File: src/rtl/crush_defs.sv
// rtl/crush_defs.sv - shared fetch-stage constants, FSM encoding and buffer entry type
package crush_defs;

    localparam int XLEN = 32;
    localparam logic [XLEN-1:0] NOP_INST = 32'h0000_0013;

    typedef enum logic [1:0] {
        FS_REQ     = 2'd0,
        FS_DISCARD = 2'd1,
        FS_HALT    = 2'd2
    } fetch_state_t;

    typedef struct packed {
        logic [XLEN-1:0] inst;
        logic [XLEN-1:0] pc;
        logic            misaligned;
    } fetch_entry_t;

    function automatic logic pc_misaligned(input logic [XLEN-1:0] pc);
        return pc[1:0] != 2'b00;
    endfunction

endpackage

File: src/rtl/inst_fetch_buffer.sv
// rtl/inst_fetch_buffer.sv - 2-entry fetch output FIFO; slot 0 is the head seen by decode
module inst_fetch_buffer
    import crush_defs::*;
#(
    parameter logic [XLEN-1:0] RESET_PC = 32'h0000_0000
) (
    input  logic         clk,
    input  logic         reset,
    input  logic         push,
    input  fetch_entry_t push_entry,
    input  logic         pop,
    input  logic         flush,
    output logic [1:0]   count,
    output fetch_entry_t head
);

    localparam fetch_entry_t RESET_ENTRY = '{inst: NOP_INST, pc: RESET_PC, misaligned: 1'b0};

    fetch_entry_t r_slot0;
    fetch_entry_t r_slot1;
    logic [1:0]   r_count;

    logic w_pop;
    logic w_push;

    // Pop is only honoured when non-empty, push only when a slot is (or becomes) free.
    assign w_pop  = pop && (r_count != 2'd0);
    assign w_push = push && ((r_count != 2'd2) || w_pop);

    always_ff @(posedge clk) begin
        if (reset) begin
            r_count <= 2'd0;
            r_slot0 <= RESET_ENTRY;
            r_slot1 <= RESET_ENTRY;
        end else if (flush) begin
            r_count <= 2'd0;
        end else if (w_push && w_pop) begin
            if (r_count == 2'd2) begin
                r_slot0 <= r_slot1;
                r_slot1 <= push_entry;
            end else begin
                r_slot0 <= push_entry;
            end
        end else if (w_push) begin
            if (r_count == 2'd0) begin
                r_slot0 <= push_entry;
            end else begin
                r_slot1 <= push_entry;
            end
            r_count <= r_count + 2'd1;
        end else if (w_pop) begin
            r_slot0 <= r_slot1;
            r_count <= r_count - 2'd1;
        end
    end

    assign count = r_count;
    assign head  = r_slot0;

endmodule

File: src/rtl/inst_fetch.sv
// rtl/inst_fetch.sv - fetch stage: PC, single-outstanding imem request FSM, redirect flush
module inst_fetch
    import crush_defs::*;
#(
    parameter logic [XLEN-1:0] RESET_PC = 32'h0000_0000
) (
    input  logic            clk,
    input  logic            reset,
    output logic            imem_req,
    output logic [XLEN-1:0] imem_addr,
    input  logic            imem_ack,
    input  logic [XLEN-1:0] imem_rdata,
    input  logic            redirect_valid,
    input  logic [XLEN-1:0] redirect_pc,
    output logic            inst_valid,
    input  logic            inst_ready,
    output logic [XLEN-1:0] inst,
    output logic [XLEN-1:0] inst_pc,
    output logic            fetch_misaligned
);

    fetch_state_t    r_state;
    fetch_state_t    w_state_next;
    logic [XLEN-1:0] r_pc;
    logic [XLEN-1:0] w_pc_next;
    logic [XLEN-1:0] r_hold_addr;
    logic [XLEN-1:0] w_hold_addr_next;

    logic            w_req;
    logic [XLEN-1:0] w_addr;
    logic            w_push;
    fetch_entry_t    w_push_entry;
    logic            w_pop;
    logic            w_free;
    logic [1:0]      w_count;
    fetch_entry_t    w_head;

    inst_fetch_buffer #(
        .RESET_PC (RESET_PC)
    ) u_buffer (
        .clk        (clk),
        .reset      (reset),
        .push       (w_push),
        .push_entry (w_push_entry),
        .pop        (w_pop),
        .flush      (redirect_valid),
        .count      (w_count),
        .head       (w_head)
    );

    assign inst_valid = (w_count != 2'd0);
    // A redirect supersedes any same-cycle handshake, so it must not pop.
    assign w_pop      = inst_valid && inst_ready && !redirect_valid;
    assign w_free     = (w_count != 2'd2) || w_pop;

    always_ff @(posedge clk) begin
        if (reset) begin
            r_state     <= FS_REQ;
            r_pc        <= RESET_PC;
            r_hold_addr <= RESET_PC;
        end else begin
            r_state     <= w_state_next;
            r_pc        <= w_pc_next;
            r_hold_addr <= w_hold_addr_next;
        end
    end

    always_comb begin
        w_state_next     = r_state;
        w_pc_next        = r_pc;
        w_hold_addr_next = r_hold_addr;
        w_req            = 1'b0;
        w_addr           = r_pc;
        w_push           = 1'b0;
        w_push_entry     = '{inst: imem_rdata, pc: r_pc, misaligned: 1'b0};

        case (r_state)
            FS_REQ: begin
                if (!pc_misaligned(r_pc)) begin
                    w_req = w_free;
                    if (w_req && imem_ack) begin
                        w_push    = 1'b1;
                        w_pc_next = r_pc + 32'd4;
                    end
                end else if (w_free) begin
                    // Misaligned target: report it once as a NOP and stop fetching.
                    w_push       = 1'b1;
                    w_push_entry = '{inst: NOP_INST, pc: r_pc, misaligned: 1'b1};
                    w_state_next = FS_HALT;
                end
            end
            FS_DISCARD: begin
                w_req  = 1'b1;
                w_addr = r_hold_addr;
                if (imem_ack) begin
                    w_state_next = FS_REQ;
                end
            end
            FS_HALT: begin
                w_req = 1'b0;
            end
            default: begin
                w_state_next = FS_REQ;
            end
        endcase

        if (redirect_valid) begin
            w_push    = 1'b0;
            w_pc_next = redirect_pc;
            if (w_req && !imem_ack) begin
                w_state_next     = FS_DISCARD;
                w_hold_addr_next = w_addr;
            end else begin
                w_state_next = FS_REQ;
            end
        end
    end

    assign imem_req         = w_req && !reset;
    assign imem_addr        = w_addr;
    assign inst             = w_head.inst;
    assign inst_pc          = w_head.pc;
    assign fetch_misaligned = w_head.misaligned;

endmodule

File: config.mk
export PLATFORM = sky130hd
export DESIGN_NAME = inst_fetch
export DESIGN_NICKNAME = d
export VERILOG_FILES = /design/src/rtl/crush_defs.sv /design/src/rtl/inst_fetch_buffer.sv /design/src/rtl/inst_fetch.sv
export SDC_FILE = /design/constraint.sdc
export NUM_CORES = 1
export LEC_CHECK = 0
export CAP_MARGIN = 0
export CORE_ASPECT_RATIO = 1.25
export CORE_MARGIN = 2
export CORE_UTILIZATION = 42
export CTS_BUF_LIST = sky130_fd_sc_hd__clkbuf_16
export DETAILED_ROUTE_END_ITERATION = 6
export GPL_ROUTABILITY_DRIVEN = 0
export GPL_TIMING_DRIVEN = 0
export PLACE_DENSITY = 0.76
export RECOVER_POWER = 100
export SETUP_SLACK_MARGIN = 0.15
export SYNTH_ARGS = -nofsm -noshare
export SYNTH_HDL_FRONTEND = slang
export SYNTH_HIERARCHICAL = 1
export SYNTH_SLANG_ARGS = --single-unit
File: constraint.sdc
create_clock -name clk -period 5.36 [get_ports clk]
set_input_delay 1.072 -clock clk [delete_from_list [all_inputs] [get_ports clk]]
set_output_delay 1.072 -clock clk [all_outputs]
set_load 0.01 [all_outputs]
# Word level (Yosys, flattened, before mapping)
# Cells that the tools add are included.
# totals
regBits,198
in_bits,69
output_inout_bits,99
word_cells,88
# op_classes
n_addsub,3
n_eq_ne,12
mux,32
n_bitwise,2
reduce_logical,29
# op_table
operator,count
65-bit two-way mux,12
32-bit two-way mux,5
32-bit by 3-bit adder with 32-bit output (second input constant),1
2-bit two-way mux,6
3-bit != test (second input constant),4
2-bit nonzero test,6
1-bit logical AND,8
2-bit != test (second input constant),4
4-bit AND reduction,2
1-bit two-way mux,7
2-bit case mux with 3 select lines,1
3-bit AND reduction,2
2-bit == test (second input constant),2
2-bit zero test,2
2-bit AND reduction,2
1-bit zero test,3
3-bit nonzero test,1
2-bit by 1-bit adder with 2-bit output (second input constant),1
2-bit by 1-bit == test with 1-bit output (second input constant),1
1-bit logical OR,2
2-bit by 1-bit != test with 1-bit output (second input constant),1
1-bit NOT,2
1-bit case mux with 2 select lines,1
2-bit OR reduction,1
2-bit by 1-bit subtractor with 2-bit output (second input constant),1

# Depth between registers and ports, before layout
# depth
ltp_word,13
ltp_mapped,13
ltp_nobuf,9

# By module
# Netlist, hierarchy kept.
# by_module_without_submodules
mod,instances,cells_each,area_per_inst_um2,seq_area_each_um2
inst_fetch_buffer,1,604,5335.1,2642.5
inst_fetch,1,413,3651.0,1321.3

# Least setup slack after synthesis
# No wires, ideal clock.
# synth_path
path_kind,input -> register
from,input port redirect_valid
to,register u_buffer.r_slot0 (netlist bit u_buffer/head[14])
setup_ns,0.086
arrival_time_ns,3.763
t_required_ns,5.274
slack_ns,1.512
stages,13
n_path_buf,4
cell_sequence,buf_4 > nor2b_2 > nor2_1 > nor4b_1 > o21a_1 > ha_1 > nor2b_1 > o22a_4 > buf_6 > buf_8 > buf_6 > mux2i_1 > a211oi_1
# synth_between
elab_chain_cells,12
elab_cells_between_ends,19
classes_between,eq/ne: 1; mux: 7; bitwise: 1; reduce/logical: 10
# synth_rtl
item,line,rtl
"start, declared",inst_fetch.sv:13,"input logic redirect_valid,"
1-bit zero test,inst_fetch.sv:53,assign w_pop = inst_valid && inst_ready && !redirect_valid;
1-bit logical AND,inst_fetch.sv:53,
1-bit logical OR,inst_fetch.sv:54,assign w_free = (w_count != 2'd2) || w_pop;
1-bit logical AND,inst_fetch.sv:81,if (w_req && imem_ack) begin
1-bit two-way mux,inst_fetch.sv:81,
1-bit two-way mux,inst_fetch.sv:79,if (!pc_misaligned(r_pc)) begin
1-bit two-way mux,inst_fetch.sv:77,case (r_state)
1-bit two-way mux (*),inst_fetch.sv:107,if (redirect_valid) begin
via w_push,inst_fetch.sv:31,logic w_push;
1-bit logical AND (*),inst_fetch_buffer.sv:28,assign w_push = push && ((r_count != 2'd2) || w_pop);
1-bit logical AND,inst_fetch_buffer.sv:37,end else if (w_push && w_pop) begin
3-bit != test (no source line) / 3-bit nonzero test (equally long branches),-,
3-bit AND reduction (no source line),-,
"end signal, assigned",inst_fetch_buffer.sv:39,r_slot0 <= r_slot1;
"end signal, assigned",inst_fetch_buffer.sv:42,r_slot0 <= push_entry;
"end signal, assigned",inst_fetch_buffer.sv:46,r_slot0 <= push_entry;
"end, declared",inst_fetch_buffer.sv:19,fetch_entry_t r_slot0;
# The timed path passes the listed nets; every way through them passes the cells marked *.
# A chain may end at the register's enable or synchronous reset.

# Worst setup path after layout
# layout_path
from,input port redirect_valid
to,register r_hold_addr[1]
# layout_between
elab_chain_cells,7
# layout_rtl
item,line,rtl
1-bit zero test,inst_fetch.sv:53,
1-bit logical AND,inst_fetch.sv:53,
1-bit logical OR,inst_fetch.sv:54,
1-bit two-way mux,inst_fetch.sv:79,
1-bit case mux with 2 select lines,inst_fetch.sv:77,
1-bit logical AND,inst_fetch.sv:110,if (w_req && !imem_ack) begin
2-bit AND reduction (no source line) (*),-,
"end signal, assigned",inst_fetch.sv:64,r_hold_addr <= w_hold_addr_next;
"end, declared",inst_fetch.sv:26,logic [XLEN-1:0] r_hold_addr;
# Mark *: on every way between the ends. The rest lies on a longest branch, timed or not.

==> summary by stage <==
Outcome
The run finished, with violations left. The checks that failed: capacitance limit, slew limit.

Place
Input and output buffers added on the ports amount to 166. Once detailed placement completed, the half-perimeter wirelength came to 18200 microns. In this run the cell area measured after placement is 11000 sq um.

Timing
For the pin with the worst max-slew slack, the measured transition is 2160 ps. The tightest hold path in the finished design has a slack of 454 ps. The number of endpoints with negative hold slack in the final report is 0.

The achievable clock frequency is 207 MHz. The setup total negative slack is 0 ps. The clock arrives with 11.2 ps of skew. Headroom to the max-slew limit came out at -47.6%. In the finished design, the share of the clock period the worst path needs comes to 90.1%. Setup repair after global routing left no endpoint under its margin. Setup violations remaining at the end of the flow were counted as 0. After layout, the minimum clock period comes to 4830 ps. The final count of pins violating max slew is 7.

Clocking
The clock net in this run drives a total of 198 sinks. The number of gates given a new drive strength after cts is 0. The number of H-tree levels is 4.

The number of setup buffers added after CTS is 0. The clock-pin slew on the worst setup and hold paths is 70 ps. After clock tree synthesis, the flow added hold-fix buffers numbering 0. The maximum clock path buffer count is 2. The clock tree from TritonCTS is built. The tree is rooted in a clkbuf_16. The later pin in the worst-skew pair is clocked with a latency of 440 ps.

Clock tree synthesis inserted a total of 17 buffers.

Setup path
The largest fanout on the critical path is 10. The worst setup path is captured at a register. The critical path's top delay family is compound AO/OA/AOI/OAI gates. The sort of element at the start of the critical path is an input pin.

The kind of critical path is input pin to register. Counting cells, the worst reg-to-reg path comes to 6. The buffering stage count on the worst path with inverters included is 3. The data arrival time of the critical path is 5140 ps.

Traced cell by cell, the critical path runs through dlygate4sd3_1 > buf_4 > nor2b_2 > o21ai_0 > a2111oi_0 > clkbuf_1 > mux2i_1 > nor2_1. The worst register-to-register path begins at r_pc[0]. For this design, the slowest cell found on the critical path is a2111oi_0. The launching instance or port of the critical path is redirect_valid. The worst stage delay on the critical path is 1780 ps. The end of the worst register-to-register path is r_hold_addr[1].

STA puts the critical path data required time at 5670 ps. Across all register-to-register paths, the minimum setup slack is 1650 ps.

Routing
The routed wirelength normalized by instance count is 16.0 microns. The count of nets left with antenna violations after detail routing is 0. The number of vias per cell is 5.22. The final layout contains routed wiring with a total length of 23900 microns. Detailed routing inserted a total of 7771 vias. The iteration-0 DRC count of the detailed router is 309. In the routed design, unresolved DRC markers number 0. The first TritonRoute pass finished after 5 iterations.

Global route
Summed over all layers, the global routing overflow is 0. The pin count of the biggest net entering global routing is 19. The number of antenna violations at the first check in global routing is 0. The number of global-route vias before repair came to 7286. The first global-routing pass estimated 37500 microns of wire. The overall global routing resource usage is 20.9%.

Pwr
The total power draw is 3390 uW. The static leakage is 0.00414 uW. IR analysis of the VDD net gives a maximum drop of 0.229 mV. Power spread over the standard cell area amounts to 295 nW/um^2.

Logic synthesis
The synthesized design contains 0 enable-type register cells. The post-synthesis instance area is 8990 sq um. Summing the areas of all compound-gate instances in the mapped netlist gives 13.9% of the synthesized area. The fraction of synthesis flops using an asynchronous set or reset pin is 0%.

Summing the areas of all and, or, nand and nor instances in the mapped netlist gives 19.3% of the synthesized area. The area share of the largest cell type after synthesis is 44.1%. In this run the mean area of a mapped cell was 8.84 sq um. Counting flops and latches in the post-synthesis netlist gives 198. The biggest area contributor in the post-synthesis netlist is dfxtp_1. By area the synthesized netlist is led by dfxtp_1 (44%), mux2i_1 (11%), a211oi_1 (6.8%).

The sequential share of the synthesized area is 44.1%. After synthesis, the largest family of logic cells by area is simple AND/OR/NAND/NOR gates. The count of cell types in the netlist is 50. For this run, the leading register cell type out of synthesis is dfxtp_1.

Summing the areas of all fa, ha and maj instances in the mapped netlist gives 0.557% of the synthesized area. The post-synth net total is 1090. The Yosys step of the flow raised 6 warnings. After Yosys synthesis, XOR and XNOR cells account for 2.34% of the synthesized area. The cell count after synthesis came out at 1017.

After synthesis, the share of cell area in mux cells is 14.7%.

Die
The x dimension of the die is 135 microns. The vertical extent of the die is 168 microns. The number of rows created at floorplan is 59. The initial standard-cell utilization of the core is 43.0%.

168 I/O pins were placed. In this run the standard cell core region covers 20900 sq um. The floorplan step defined a die boundary enclosing 22600 sq um.

Final layout
The area occupied by registers is 3960 sq um. Summing all multi-input logic gate instances after layout gives 4540 sq um. The number of diodes is 0. Summing all non-filler instances in the final layout gives an area of 11500 sq um.

Counting the fill cells in the layout gives 1896. After the last flow step, the layout net total stands at 1275. In the layout the commonest cells are dfxtp_1 (198), nand2_1 (140), nor2_1 (133), mux2i_1 (96), clkdlybuf4s50_1 (95). The post-route netlist has 5.43% of its cells at a drive strength greater than 1. From synthesis to final layout, the design area changed by 28.0%. The library cell used most frequently in the layout, excluding fill and tap cells, is dfxtp_1.

Min path
The worst hold path passes through 2 cells. In this run the most critical hold path is launched from u_buffer/r_slot1[14]. The worst hold path belongs to the class register to register. For hold timing, the worst endpoint is u_buffer/r_slot1[14].

Job
The max capacitance violation total is 1.
worst reg2reg max path: cells and delay by family, from the launching register on:
family	cells	cell delay, ps
DFF	1	430
muxes	1	280
buffers and inverters	1	690
AOI/OAI and AO/OA	2	1930
and+or+nand+nor	2	260
report_power, final:
part	internal [uW]	leakage, uW	switching [uW]
Clock	653	0.000278	593
Combinational	271	0.00225	278
Sequential	1540	0.00161	63.5
worst max path at each step:
stage / to / slack, ps / cells past startpoint
floorplan: u_buffer/head[14] / 1510 / 13
global placement: u_buffer/head[7] / 340 / 13
detailed placement: u_buffer/head[55] / 260 / 13
CTS: u_buffer/head[4] / 740 / 13
global route: u_buffer/head[18] / 190 / 13
finish: r_hold_addr[1] / 530 / 8
Yosys cell counts, types with 2 or more instances:
cell,count
nand2b_1,8
or3_1,7
nor2_1,133
mux2i_1,96
o21ai_0,7
nand2_1,140
o21bai_1,4
buf_2,25
o21a_1,2
nor3_1,21
a21o_1,2
and3_1,3
ha_1,4
buf_6,2
clkbuf_1,41
buf_1,2
mux2_2,32
nor4_1,12
o31a_1,2
buf_4,9
a31oi_1,4
dfxtp_1,198
and2_1,31
a211oi_1,81
and4_1,4
or4_1,3
nand3_1,11
xor2_1,4
xnor2_1,20
a21oi_1,70
nand4_1,5
inv_1,11
a311oi_1,6
logic make-up after synthesis:
| logic type | Yosys count |
|---|---|
| AND/OR/NAND/NOR | 386 |
| flip-flops | 198 |
| AO/OA/AOI/OAI | 185 |
| multiplexers | 128 |
| buffers and inverters | 92 |
| XOR/XNOR | 24 |
| adder cells (fa/ha/maj) | 4 |
per-stage QoR:
| step | worst slack, ps | utilization, % | cells |
|---|---|---|---|
| final | 530 | 55.1 | 1489 |
| after global routing | 185 | 55.1 | 1489 |
| after CTS | 743 | 55.3 | 1489 |
| after detailed placement | 257 | 52.6 | 1457 |
| after global placement | 344 | 52.6 | 1457 |
| after floorplan | 1510 | - | 1017 |
area by class of cell:
cell class,count,share of cell area (%)
multi-input cells,727,39.4
flip-flops and latches,198,34.4
repair buffers,166,14.4
clock buffers,17,3.70
plain buffers,81,3.40
well taps,274,2.98
clock inverters,15,1.24
inverters,11,0.359
flip-flops by register name, indices dropped and copies added, names as in the netlist:
name              cells
r_hold_addr          32
u_buffer/head        65
u_buffer/r_slot1     65
u_buffer/count        2
r_state               2
r_pc                 32
metal layers:
| layer | vias to the layer above | GRT usage (%) | wire, microns |
|---|---|---|---|
| met3 | 40 | 3.69 | 1450 |
| met4 | 0 | 8.28 | 617 |
| li1 | 3904 | - | - |
| met1 | 3580 | 26.3 | 10200 |
| met5 | - | 0 | 0 |
| met2 | 247 | 35.4 | 11600 |
(Power assumes the default switching activity.)
==> RTL change 1 (same flow settings) <==
Set the package constant `XLEN` to 64 (it was 32).
--- a/src/rtl/crush_defs.sv
+++ b/src/rtl/crush_defs.sv
@@ -2,5 +2,5 @@
 package crush_defs;
 
-    localparam int XLEN = 32;
+    localparam int XLEN = 64;
     localparam logic [XLEN-1:0] NOP_INST = 32'h0000_0013;
 
Ports: changed (5 resized); port bits go from 168 to 328. The function was not compared with the original's and may differ.
==> RTL change 1 against the unedited design <==
The flow still finishes with violations (capacitance limit, slew limit). Wire length increased to 2.6 times the old value. Synthesized area up 97%. Register-to-register slack got worse by 100 ps. Power rose by 100%. Sequential cell count grew 192. Synthesized cell count up 120%. Setup slack worse by 29 ps. Hold slack hardly changed. Sequential share of layout area down 0.20 points. Cell area up 98%. Clock skew increased by 4.6 ps. Critical path type unchanged. Highest routed layer is now met5.
==> RTL change 1: results (changes against the unedited design) <==
<table>
<tr><th>Metric</th><th>Value</th></tr>
<tr><th colspan="2">Global routing</th></tr>
<tr><td>Maximum number of pins on one net before global-route repair</td><td>14 (was 19)</td></tr>
<tr><td>Wire length of the first global-routing pass</td><td>93830 um (was 37530 um)</td></tr>
<tr><td>Initial antenna violation count</td><td>2 (was 0)</td></tr>
<tr><th colspan="2">Route</th></tr>
<tr><td>Pre-antenna DRT Iters</td><td>6 (was 5)</td></tr>
<tr><td>Final wirelength</td><td>61580 um (was 23870 um)</td></tr>
<tr><td>Iter 0 DRT Violations</td><td>1462 (was 309)</td></tr>
<tr><th colspan="2">Finish</th></tr>
<tr><td>#MultiIn Comb</td><td>1647 (was 727)</td></tr>
<tr><td>Inverters, non-clock</td><td>23 (was 11)</td></tr>
<tr><td>Fraction of layout cells with a size suffix above 1</td><td>0.05457 (was 0.05432)</td></tr>
<tr><td>Proportion of cell area spent on the clock network</td><td>0.05198 (was 0.04937)</td></tr>
<tr><td>Non-Clock Buffer Count</td><td>511 (was 247)</td></tr>
<tr><td>NumNets Final</td><td>2751 (was 1275)</td></tr>
<tr><th colspan="2">Flow run</th></tr>
<tr><td>Max-capacitance violation count</td><td>2 (was 1)</td></tr>
<tr><th colspan="2">Timing</th></tr>
<tr><td>Slew at the pin closest to its max-slew limit</td><td>1716 ps (was 2158 ps)</td></tr>
<tr><td>Pins Over Slew Limit</td><td>10 (was 7)</td></tr>
<tr><td>Clock Skews</td><td>15.80 ps (was 11.20 ps)</td></tr>
<tr><th colspan="2">Setup path</th></tr>
<tr><td>Worst-path maximum fanout</td><td>11 (was 10)</td></tr>
<tr><td>Critical path data arrival time</td><td>5260 ps (was 5140 ps)</td></tr>
<tr><th colspan="2">Pwr</th></tr>
<tr><td>Portion of total power attributed to combinational logic</td><td>0.165 (was 0.162)</td></tr>
<tr><td>Leakage</td><td>7.973 nW (was 4.141 nW)</td></tr>
<tr><th colspan="2">Clocking</th></tr>
<tr><td>Insertion delay to the later sink of the worst-skew pair</td><td>550 ps (was 440 ps)</td></tr>
<tr><th colspan="2">Synth</th></tr>
<tr><td>Flops &amp; latches, synth</td><td>390 (was 198)</td></tr>
<tr><td>Fraction of synthesized cell area in xor and xnor cells</td><td>0.01286 (was 0.02339)</td></tr>
<tr><td>Synthesized-area fraction occupied by adder cells</td><td>0.002827 (was 0.005569)</td></tr>
<tr><td>Fraction of the yosys area taken by sequential cells</td><td>0.4410 (was 0.4411)</td></tr>
<tr><td>Compound-Gate Fraction of Synth Area</td><td>0.1510 (was 0.1391)</td></tr>
<tr><th colspan="2">Run status</th></tr>
<tr><td>Run status</td><td>complete, but fails checks (unchanged)</td></tr>
<tr><td>Violated checks</td><td>capacitance limit, slew limit (unchanged)</td></tr>
<tr><th colspan="2">Floorplanning</th></tr>
<tr><td>Chip Width</td><td>187.6 um (was 134.8 um)</td></tr>
</table>
RTL change 1: cell count changes after synthesis, moves of 94 or more:
cell and change:
a311oi_1 +143, nor2_1 +129, nand2_1 +398, nor3_1 +135, dfxtp_1 +192, mux2i_1 -94
RTL change 1: per-stage QoR:
step           instances  power (mW)  setup WS [ps]  utilization  hold slack [ps]
2_1_floorplan       2245       3.840           1786            -            436.6
3_3_place_gp        3130       4.404         -192.5       0.5180            442.0
3_5_place_dp        3130       4.432         -305.7       0.5180            446.5
4_1_cts             3198       7.014          166.6       0.5464            454.2
5_1_grt             3198       7.180          251.1       0.5449            467.7
6_report            3198       6.932          501.4       0.5449            454.0
RTL change 1: final timing paths:
path	from	end	slack (ps)	cells past startpoint
max	redirect_valid	u_buffer/head[68]	500	12
min	u_buffer/r_slot1[13]	u_buffer/r_slot1[13]	450	2
max reg2reg	u_buffer/count[1]	u_buffer/head[68]	1550	11
min reg2reg	u_buffer/r_slot1[13]	u_buffer/r_slot1[13]	450	2
RTL change 1: critical path, cell delays in order:
cell and delay (ps):
clkbuf_1 450, clkbuf_1 410, clkbuf_1 430, clkbuf_1 530, nor3_1 320, o21a_1 220
ha_1 190, o21a_1 130, nor3_1 230, clkbuf_1 740, buf_2 380, a311oi_1 140
RTL change 1: what timing repair did:
item | CTS | global route
pin swaps | 0 | 0
hold buffers | 0 | 0
setup endpoints to repair | 1 | 139
resized for setup | 1 | 3
RTL change 1: per-layer routing:
| metal | vias up | global-route usage | wire length, um |
|---|---|---|---|
| met4 | 2 | 0.1506 | 3430 |
| met3 | 189 | 0.03966 | 4449 |
| met5 | - | 0 | 16 |
| met2 | 838 | 0.4692 | 29650 |
| met1 | 8553 | 0.3185 | 24040 |
| li1 | 8581 | - | - |
==> RTL change 2 (same flow settings) <==
Made on the original files. The 3 states of `fetch_state_t` get a one-hot encoding in 3 bits.
--- a/src/rtl/crush_defs.sv
+++ b/src/rtl/crush_defs.sv
@@ -5,8 +5,8 @@
     localparam logic [XLEN-1:0] NOP_INST = 32'h0000_0013;
 
-    typedef enum logic [1:0] {
-        FS_REQ     = 2'd0,
-        FS_DISCARD = 2'd1,
-        FS_HALT    = 2'd2
+    typedef enum logic [2:0] {
+        FS_REQ     = 3'b001,
+        FS_DISCARD = 3'b010,
+        FS_HALT    = 3'b100
     } fetch_state_t;
 
Function: same outputs for any inputs over 4 cycles, from zero or initial values and one cycle with reset high; so few cycles prove little.
==> RTL change 2 against the unedited design <==
Setup slack worse by 66 ps. Register-to-register slack better by 30 ps. Via count up 4.0%. Wire length up 4.4%. Power up 2.3%. Synthesized area up 0.99%. Non-clock buffer count unchanged. Count of clock-buffer cells in the layout unchanged. Sequential cell count up 1. Cell area up 1.4%. Maximum frequency down 1.3%.
==> RTL change 2: results (changes against the unedited design) <==
<table>
<tr><th>Metric</th><th>Value</th></tr>
<tr><th colspan="2">Run status</th></tr>
<tr><td>Run status</td><td>finished, final reports clean (was complete, but fails checks)</td></tr>
<tr><th colspan="2">Placement</th></tr>
<tr><td>Dpl ws</td><td>343.0 ps (was 257.1 ps)</td></tr>
<tr><td>Standard cell area after detailed placement</td><td>11090 um^2 (was 10990 um^2)</td></tr>
<tr><td>Number of instances in the placed design</td><td>1508 (was 1457)</td></tr>
<tr><td>Detailed-placement wirelength estimate</td><td>18940 um (was 18150 um)</td></tr>
<tr><th colspan="2">Pwr</th></tr>
<tr><td>Leakage</td><td>4.133 nW (was 4.141 nW)</td></tr>
<tr><td>Worst supply voltage drop on vdd</td><td>248.7 uV (was 228.7 uV)</td></tr>
<tr><th colspan="2">Synth</th></tr>
<tr><td>Fraction of synthesized cell area in xor and xnor cells</td><td>0.02220 (was 0.02339)</td></tr>
<tr><td>Cells after Synth</td><td>1063 (was 1017)</td></tr>
<tr><td>Area contributors post-synth</td><td>dfxtp_1 44%, nand2_1 7.5%, mux2i_1 7.3% (was dfxtp_1 44%, mux2i_1 11%, a211oi_1 6.8%)</td></tr>
<tr><td>Fraction of the yosys area taken by sequential cells</td><td>0.4390 (was 0.4411)</td></tr>
<tr><td>Multiplexer area fraction after synthesis</td><td>0.1063 (was 0.1470)</td></tr>
<tr><td>Compound-Gate Fraction of Synth Area</td><td>0.1572 (was 0.1391)</td></tr>
<tr><td>Synthesized-area fraction occupied by adder cells</td><td>0.005515 (was 0.005569)</td></tr>
<tr><th colspan="2">Global routing</th></tr>
<tr><td>Via count of the first global-routing pass</td><td>7714 (was 7286)</td></tr>
<tr><td>All-layer global routing usage</td><td>0.2202 (was 0.2092)</td></tr>
<tr><td>Wire length of the first global-routing pass</td><td>39670 um (was 37530 um)</td></tr>
<tr><th colspan="2">Finish</th></tr>
<tr><td>NumNets Final</td><td>1321 (was 1275)</td></tr>
<tr><td>Fraction of layout cells with a size suffix above 1</td><td>0.06265 (was 0.05432)</td></tr>
<tr><td>Layout fillers</td><td>2039 (was 1896)</td></tr>
<tr><th colspan="2">Clocking</th></tr>
<tr><td>Number of buffers added by the clock tree synthesis step</td><td>17 (unchanged)</td></tr>
<tr><th colspan="2">Route</th></tr>
<tr><td>Final wirelength</td><td>24930 um (was 23870 um)</td></tr>
<tr><td>Iter 0 DRT Violations</td><td>549 (was 309)</td></tr>
<tr><td>Number of vias after detailed routing</td><td>8079 (was 7771)</td></tr>
<tr><td>Vias per inst</td><td>5.246 (was 5.219)</td></tr>
<tr><th colspan="2">Timing</th></tr>
<tr><td>Max-slew headroom at the worst pin</td><td>0.3297 (was -0.4761)</td></tr>
<tr><td>Clock Skews</td><td>8.300 ps (was 11.20 ps)</td></tr>
</table>
==> RTL change 2: cell count changes after synthesis, moves of 28 or more <==
cell      change
a21oi_1      +35
and2_1       -29
mux2i_1      -30
nand2_1      +41
nand2b_1     +28
nor2_1       -40
nor2b_1      +31
==> RTL change 2: logic make-up after synthesis <==
| kind of cell | Yosys count |
|---|---|
| buffers and inverters | 92 |
| multiplexers | 93 |
| AND/OR/NAND/NOR | 426 |
| AO/OA/AOI/OAI | 226 |
| flip-flops | 199 |
| adder cells (fa/ha/maj) | 4 |
| XOR/XNOR | 23 |
==> RTL change 2: worst paths after layout <==
| check | startpoint | endpoint | slack (ps) | depth (start not counted) |
|---|---|---|---|---|
| worst max-delay path | redirect_valid | u_buffer/head[60] | 460 | 12 |
| worst min-delay path | r_hold_addr[0] | r_hold_addr[0] | 450 | 1 |
| worst max register to register | u_buffer/count[1] | u_buffer/head[60] | 1680 | 12 |
| worst min register to register | r_hold_addr[0] | r_hold_addr[0] | 450 | 1 |
==> RTL change 2: where the power goes <==
part	internal, mW	switching, mW	leakage [nW]
clock	0.698	0.594	0.286
combinational	0.275	0.296	2.23
sequential	1.54	0.0640	1.62
==> RTL change 2: cell type report <==
class | instances | area, um^2 | area share
Tap cell | 279 | 349.1 | 0.02993
Sequential cell | 199 | 3984 | 0.3416
Buffer | 81 | 386.6 | 0.03315
Clock inverter | 15 | 170.2 | 0.01459
Multi-Input combinational cell | 772 | 4646 | 0.3983
Clock buffer | 17 | 425.4 | 0.03647
Timing Repair Buffer | 166 | 1662 | 0.1425
Inverter | 11 | 41.29 | 0.003540
==> RTL change 2: routing by layer <==
metal / GRT usage / share of wire
met2: 0.3836 / 0.49
met3: 0.03583 / 0.050
met5: 0 / 0
met1: 0.2675 / 0.43
met4: 0.09284 / 0.033
==> RTL change 2: worst max-delay path, cell delays in order <==
cell and delay, ps:
dlygate4sd3_1 700, clkbuf_1 310, clkbuf_1 350, nor3_1 860, o21a_1 280, inv_1 60, ha_1 180, nor3_1 150
buf_2 310, clkbuf_1 460, clkbuf_2 350, a211oi_1 110
